## src/rtl/lcd_write_ctrl.sv

```systemverilog
// HD44780-style write controller: turns a strobe edge on the core LCD
// register into a timed RS/DATA setup, EN pulse, hold and execution wait,
// with a one-entry pending buffer and a sticky overflow flag.
module lcd_write_ctrl #(
  parameter int SETUP_CYC = 2,
  parameter int PULSE_CYC = 12,
  parameter int HOLD_CYC  = 2,
  parameter int EXEC_CYC  = 2000
) (
  input  logic        clk_i,
  input  logic        rst_ni,
  input  logic [31:0] lcd_word_i,
  output logic        lcd_on_o,
  output logic        lcd_rs_o,
  output logic        lcd_rw_o,
  output logic        lcd_en_o,
  output logic [7:0]  lcd_data_o,
  output logic        busy_o,
  output logic        ovf_o
);

  localparam int CNT_W = 16;

  localparam logic [2:0] ST_IDLE  = 3'd0;
  localparam logic [2:0] ST_SETUP = 3'd1;
  localparam logic [2:0] ST_PULSE = 3'd2;
  localparam logic [2:0] ST_HOLD  = 3'd3;
  localparam logic [2:0] ST_EXEC  = 3'd4;

  // Counter reload values: each state runs until the counter reaches zero.
  localparam logic [CNT_W-1:0] SETUP_LD = CNT_W'(SETUP_CYC - 1);
  localparam logic [CNT_W-1:0] PULSE_LD = CNT_W'(PULSE_CYC - 1);
  localparam logic [CNT_W-1:0] HOLD_LD  = CNT_W'(HOLD_CYC - 1);
  localparam logic [CNT_W-1:0] EXEC_LD  = CNT_W'(EXEC_CYC - 1);

  logic [2:0]       state_reg, state_next;
  logic [CNT_W-1:0] cnt_reg, cnt_next;
  logic             pend_valid_reg, pend_valid_next;
  logic [8:0]       pend_word_reg, pend_word_next;
  logic [8:0]       bus_reg, bus_next;      // {rs, data[7:0]}
  logic             ovf_reg, ovf_next;
  logic             strobe_prev_reg;
  logic             lcd_on_reg;

  logic       req;
  logic [8:0] req_word;
  logic       cnt_done;
  logic       last_exec;
  logic       unused_bits;

  assign req       = lcd_word_i[10] & ~strobe_prev_reg;
  assign req_word  = {lcd_word_i[9], lcd_word_i[7:0]};
  assign cnt_done  = (cnt_reg == '0);
  assign last_exec = (state_reg == ST_EXEC) && cnt_done;

  // Bits of the core register this block does not use.
  assign unused_bits = ^{lcd_word_i[30:11], lcd_word_i[8]};

  // Strobe edge history and display-on mirror; resets with strobe seen high
  // so a strobe held across reset release must go low before it counts.
  always_ff @(posedge clk_i or negedge rst_ni) begin
    if (!rst_ni) begin
      strobe_prev_reg <= 1'b1;
      lcd_on_reg      <= 1'b0;
    end else begin
      strobe_prev_reg <= lcd_word_i[10];
      lcd_on_reg      <= lcd_word_i[31];
    end
  end

  // Next-state logic: transfer sequencing, pending buffer and overflow.
  always_comb begin
    state_next      = state_reg;
    cnt_next        = cnt_reg;
    pend_valid_next = pend_valid_reg;
    pend_word_next  = pend_word_reg;
    bus_next        = bus_reg;
    ovf_next        = ovf_reg;

    case (state_reg)
      ST_IDLE: begin
        if (req) begin
          state_next = ST_SETUP;
          cnt_next   = SETUP_LD;
          bus_next   = req_word;
        end
      end
      ST_SETUP: begin
        if (cnt_done) begin
          state_next = ST_PULSE;
          cnt_next   = PULSE_LD;
        end else begin
          cnt_next = cnt_reg - CNT_W'(1);
        end
      end
      ST_PULSE: begin
        if (cnt_done) begin
          state_next = ST_HOLD;
          cnt_next   = HOLD_LD;
        end else begin
          cnt_next = cnt_reg - CNT_W'(1);
        end
      end
      ST_HOLD: begin
        if (cnt_done) begin
          state_next = ST_EXEC;
          cnt_next   = EXEC_LD;
        end else begin
          cnt_next = cnt_reg - CNT_W'(1);
        end
      end
      ST_EXEC: begin
        if (cnt_done) begin
          if (pend_valid_reg) begin
            // Pending entry launches; a same-cycle request takes its slot.
            state_next      = ST_SETUP;
            cnt_next        = SETUP_LD;
            bus_next        = pend_word_reg;
            pend_valid_next = req;
            if (req) begin
              pend_word_next = req_word;
            end
          end else if (req) begin
            state_next = ST_SETUP;
            cnt_next   = SETUP_LD;
            bus_next   = req_word;
          end else begin
            state_next = ST_IDLE;
          end
        end else begin
          cnt_next = cnt_reg - CNT_W'(1);
        end
      end
      default: begin
        state_next = ST_IDLE;
        cnt_next   = '0;
      end
    endcase

    // Requests arriving mid-transfer queue once, then are dropped.
    if (req && (state_reg != ST_IDLE) && !last_exec) begin
      if (!pend_valid_reg) begin
        pend_valid_next = 1'b1;
        pend_word_next  = req_word;
      end else begin
        ovf_next = 1'b1;
      end
    end
  end

  // FSM, counter, pending buffer, bus and overflow registers.
  always_ff @(posedge clk_i or negedge rst_ni) begin
    if (!rst_ni) begin
      state_reg      <= ST_IDLE;
      cnt_reg        <= '0;
      pend_valid_reg <= 1'b0;
      pend_word_reg  <= '0;
      bus_reg        <= '0;
      ovf_reg        <= 1'b0;
    end else begin
      state_reg      <= state_next;
      cnt_reg        <= cnt_next;
      pend_valid_reg <= pend_valid_next;
      pend_word_reg  <= pend_word_next;
      bus_reg        <= bus_next;
      ovf_reg        <= ovf_next;
    end
  end

  assign lcd_on_o   = lcd_on_reg;
  assign lcd_rs_o   = bus_reg[8];
  assign lcd_data_o = bus_reg[7:0];
  assign lcd_rw_o   = 1'b0;
  assign lcd_en_o   = (state_reg == ST_PULSE);
  assign busy_o     = (state_reg != ST_IDLE) | pend_valid_reg;
  assign ovf_o      = ovf_reg;

endmodule

```

## config.mk

```make
export PLATFORM = sky130hd
export DESIGN_NAME = lcd_write_ctrl
export DESIGN_NICKNAME = d
export VERILOG_FILES = /design/src/rtl/lcd_write_ctrl.sv
export SDC_FILE = /design/constraint.sdc
export NUM_CORES = 1
export LEC_CHECK = 0
export BUFFER_PORTS_ARGS = -buffer_cell sky130_fd_sc_hd__buf_2
export CORE_ASPECT_RATIO = 0.6
export CORE_MARGIN = 1
export CORE_UTILIZATION = 49
export DETAILED_ROUTE_END_ITERATION = 16
export GPL_TIMING_DRIVEN = 0
export PLACE_DENSITY_LB_ADDON = 0.15
export SYNTH_ARGS = -nofsm -noshare
export SYNTH_HDL_FRONTEND = slang
export SYNTH_SLANG_ARGS = --single-unit
```

## constraint.sdc

```tcl
create_clock -name clk_i -period 2.45 [get_ports clk_i]
set_input_delay 0.245 -clock clk_i [delete_from_list [all_inputs] [get_ports clk_i]]
set_output_delay 0.245 -clock clk_i [all_outputs]
set_load 0.1 [all_outputs]
```

==> qor.csv <==
metric,value,unit
status,finished clean,
vias_per_cell,6.09,
gp_congestion,0.972,
final_common_cell,dfrtp_1,
h-tree-depth,2,
slew_headroom,40.2,%
fp-row-count,18,
ant_nets,0,
ff2ff_setup_slack,130,ps
whs_path_depth,1,
synth_seq_cells,41,
pin_count,48,
drtIter0Drc,173,
fin_setup_tns,0,ps
end_kind,register,
fin_cells,326,
layout_min_cycle_time,2320,ps
grt_start_max_net_pins,42,
clk_latency,290,ps
final-hold-violation-count,0,
routedWlPerCell,16.7,um
area_delta_synth_final,14.4,%
clockBufferDepth,2,
p_leak,0.00110,uW
yosysSeqAreaShare,45.4,%
syn_area_per_cell,9.71,um^2
routed_wl,5.45,mm
synthDistinctLibCells,55,
hold_buffers,0,
cap_violations,0,
grt_util_all_layers,25.3,%
grt_pass1_wl,9.28,mm
drcViolationCount,0,
cts.clk_slew.worst_paths,70,ps
design.die.area,4900,um^2
synth_edf_count,0,
finalSetupViolations,0,
vias,1986,
slew_viol_final,0,
die_w,89.7,um
rr_worst_depth,5,
netlist.area_leader.share,44.2,%
crit_arrival,2490,ps
rr_endpoint,cnt_reg[7],
holdCritStartpoint,lcd_word_i[31],
synthCells,233,
syn_nets,269,
yosys.area.top_type,dfrtp_1,
critPathKind,register to register,
async_flop_share,100,%
largest_reg_flops,16,
cp_max_fo,7,
cts_root_buf,clkbuf_8,
cts_tree,yes,
clock.fmax,432,MHz
max-vdd-ir-drop,0.286,mV
post_cts_buffers,0,
final_nets,301,
die_y,54.6,um
portBuffers,25,
r2r-start,cnt_reg[10],
p_per_area,512,nW/um^2
start_util,53.2,%
dp.cells,318,
worst_pin_slew,896,ps
drtPass1Iterations,6,
n_antenna_cell,0,
clock_skew,10.2,ps
post-dp-hpwl,3.96,mm
cts_buffers,5,
min_path_type,input pin to register,
worstPathRequired,2630,ps
syn_area,2260,um^2
grt_pass1_vias,1764,
final_cell_mix,"dfrtp_1, buf_2, nor2_1",
setup.worst_path.start_class,register,
core_area,4260,um^2
fin_crit_sh,94.5,%
synthTopCellsByArea,"dfrtp_1, mux2_4, a2bb2oi_1, nor2_1, o22ai_1",
synth_ff_type,dfrtp_1,
yosys_warnings,0,
clock_sinks,41,
antenna_found_initial,0,
rsz0062_at_grt,true,
layout-drive-gt1-share,22.9,%
worstHoldEndpoint,lcd_on_o,
overflow,0,
==> report_power, final <==
group,leakage (uW),internal [uW],switching (uW)
registers,0.000487,697,11.5
logic,0.000557,36.9,44.3
clock network,0.0000552,303,235
==> worst max path at each step <==
| stage | from | end | slack [ps] | depth (start not counted) |
|---|---|---|---|---|
| floorplan | state_reg[1] | lcd_en_o | 210 | 3 |
| global placement | cnt_reg[0] | cnt_reg[1] | -200 | 8 |
| detailed placement | cnt_reg[0] | cnt_reg[1] | -110 | 8 |
| CTS | cnt_reg[0] | cnt_reg[1] | 10 | 8 |
| global route | cnt_reg[10] | cnt_reg[1] | 2 | 6 |
| finish | cnt_reg[10] | cnt_reg[7] | 130 | 5 |
==> layer usage <==
layer  vias up  track usage [%]  part of all wire (%)
met3         6             6.67                   6.4
met5         -                0                     0
met4         0             5.46                  0.55
li1        938                -                     -
met2        70             31.8                    38
met1       972             40.9                    55
==> final cells by class <==
class,count,area [um^2]
clock buffer,6,72.6
timing repair buffer,25,125
clock inverter,2,35.0
multi-input combinational,169,1140
fill,379,1670
inverter,8,30.0
tap,60,75.1
buffer,15,82.6
sequential,41,1030
==> synthesized netlist by cell type, types with 2 or more instances <==
library cell,number
nand3_1,5
buf_6,2
clkbuf_1,10
o31ai_1,3
or2_2,3
o22ai_1,12
dfrtp_1,40
o221ai_1,2
nor4_1,5
a211oi_1,2
a22oi_1,2
o21ai_0,11
nor2_1,21
a31oi_1,8
or3_1,3
a21oi_1,13
o31a_1,4
inv_1,8
nand2_1,19
a2bb2oi_1,9
nand4_1,2
mux2_4,9
ha_1,2
buf_2,2
nor3_1,6
==> kinds of logic (layout without fill, tap and decap cells) <==
family,after synthesis,count (layout),synth area share (%)
other,1,1,0.166
flip-flops,41,41,45.4
AND/OR/NAND/NOR,76,76,17.5
buffers and inverters,23,56,4.75
adder cells (fa/ha/maj),3,3,1.60
multiplexers,9,9,5.97
AO/OA/AOI/OAI,78,78,23.9
XOR/XNOR,2,2,0.774
==> worst max-delay path, stage by stage (launching register included) <==
cell and delay [ps]:
dfrtp_1 470, nor4_4 480, nand4_1 300, maj3_2 420, a221o_1 340, a22o_1 190
==> per-stage QoR <==
step,instance area [um^2],utilization (%),hold WS (ps),power [uW],worst slack (ps)
finish,2590,60.8,56.3,1330,134
global route,2590,60.8,41.7,1380,2.20
CTS,2580,60.6,50.4,1340,13.8
detailed placement,2460,57.9,355,804,-113
global placement,2460,57.9,354,801,-204
floorplan,2260,-,-50.6,769,206
==> repair_timing <==
| item | in CTS | in global routing |
|---|---|---|
| resized for setup | 3 | 7 |
| setup endpoints to repair | 8 | 33 |
| pin swaps | 0 | 2 |
Note: power is estimated with default switching activity, not from simulation.
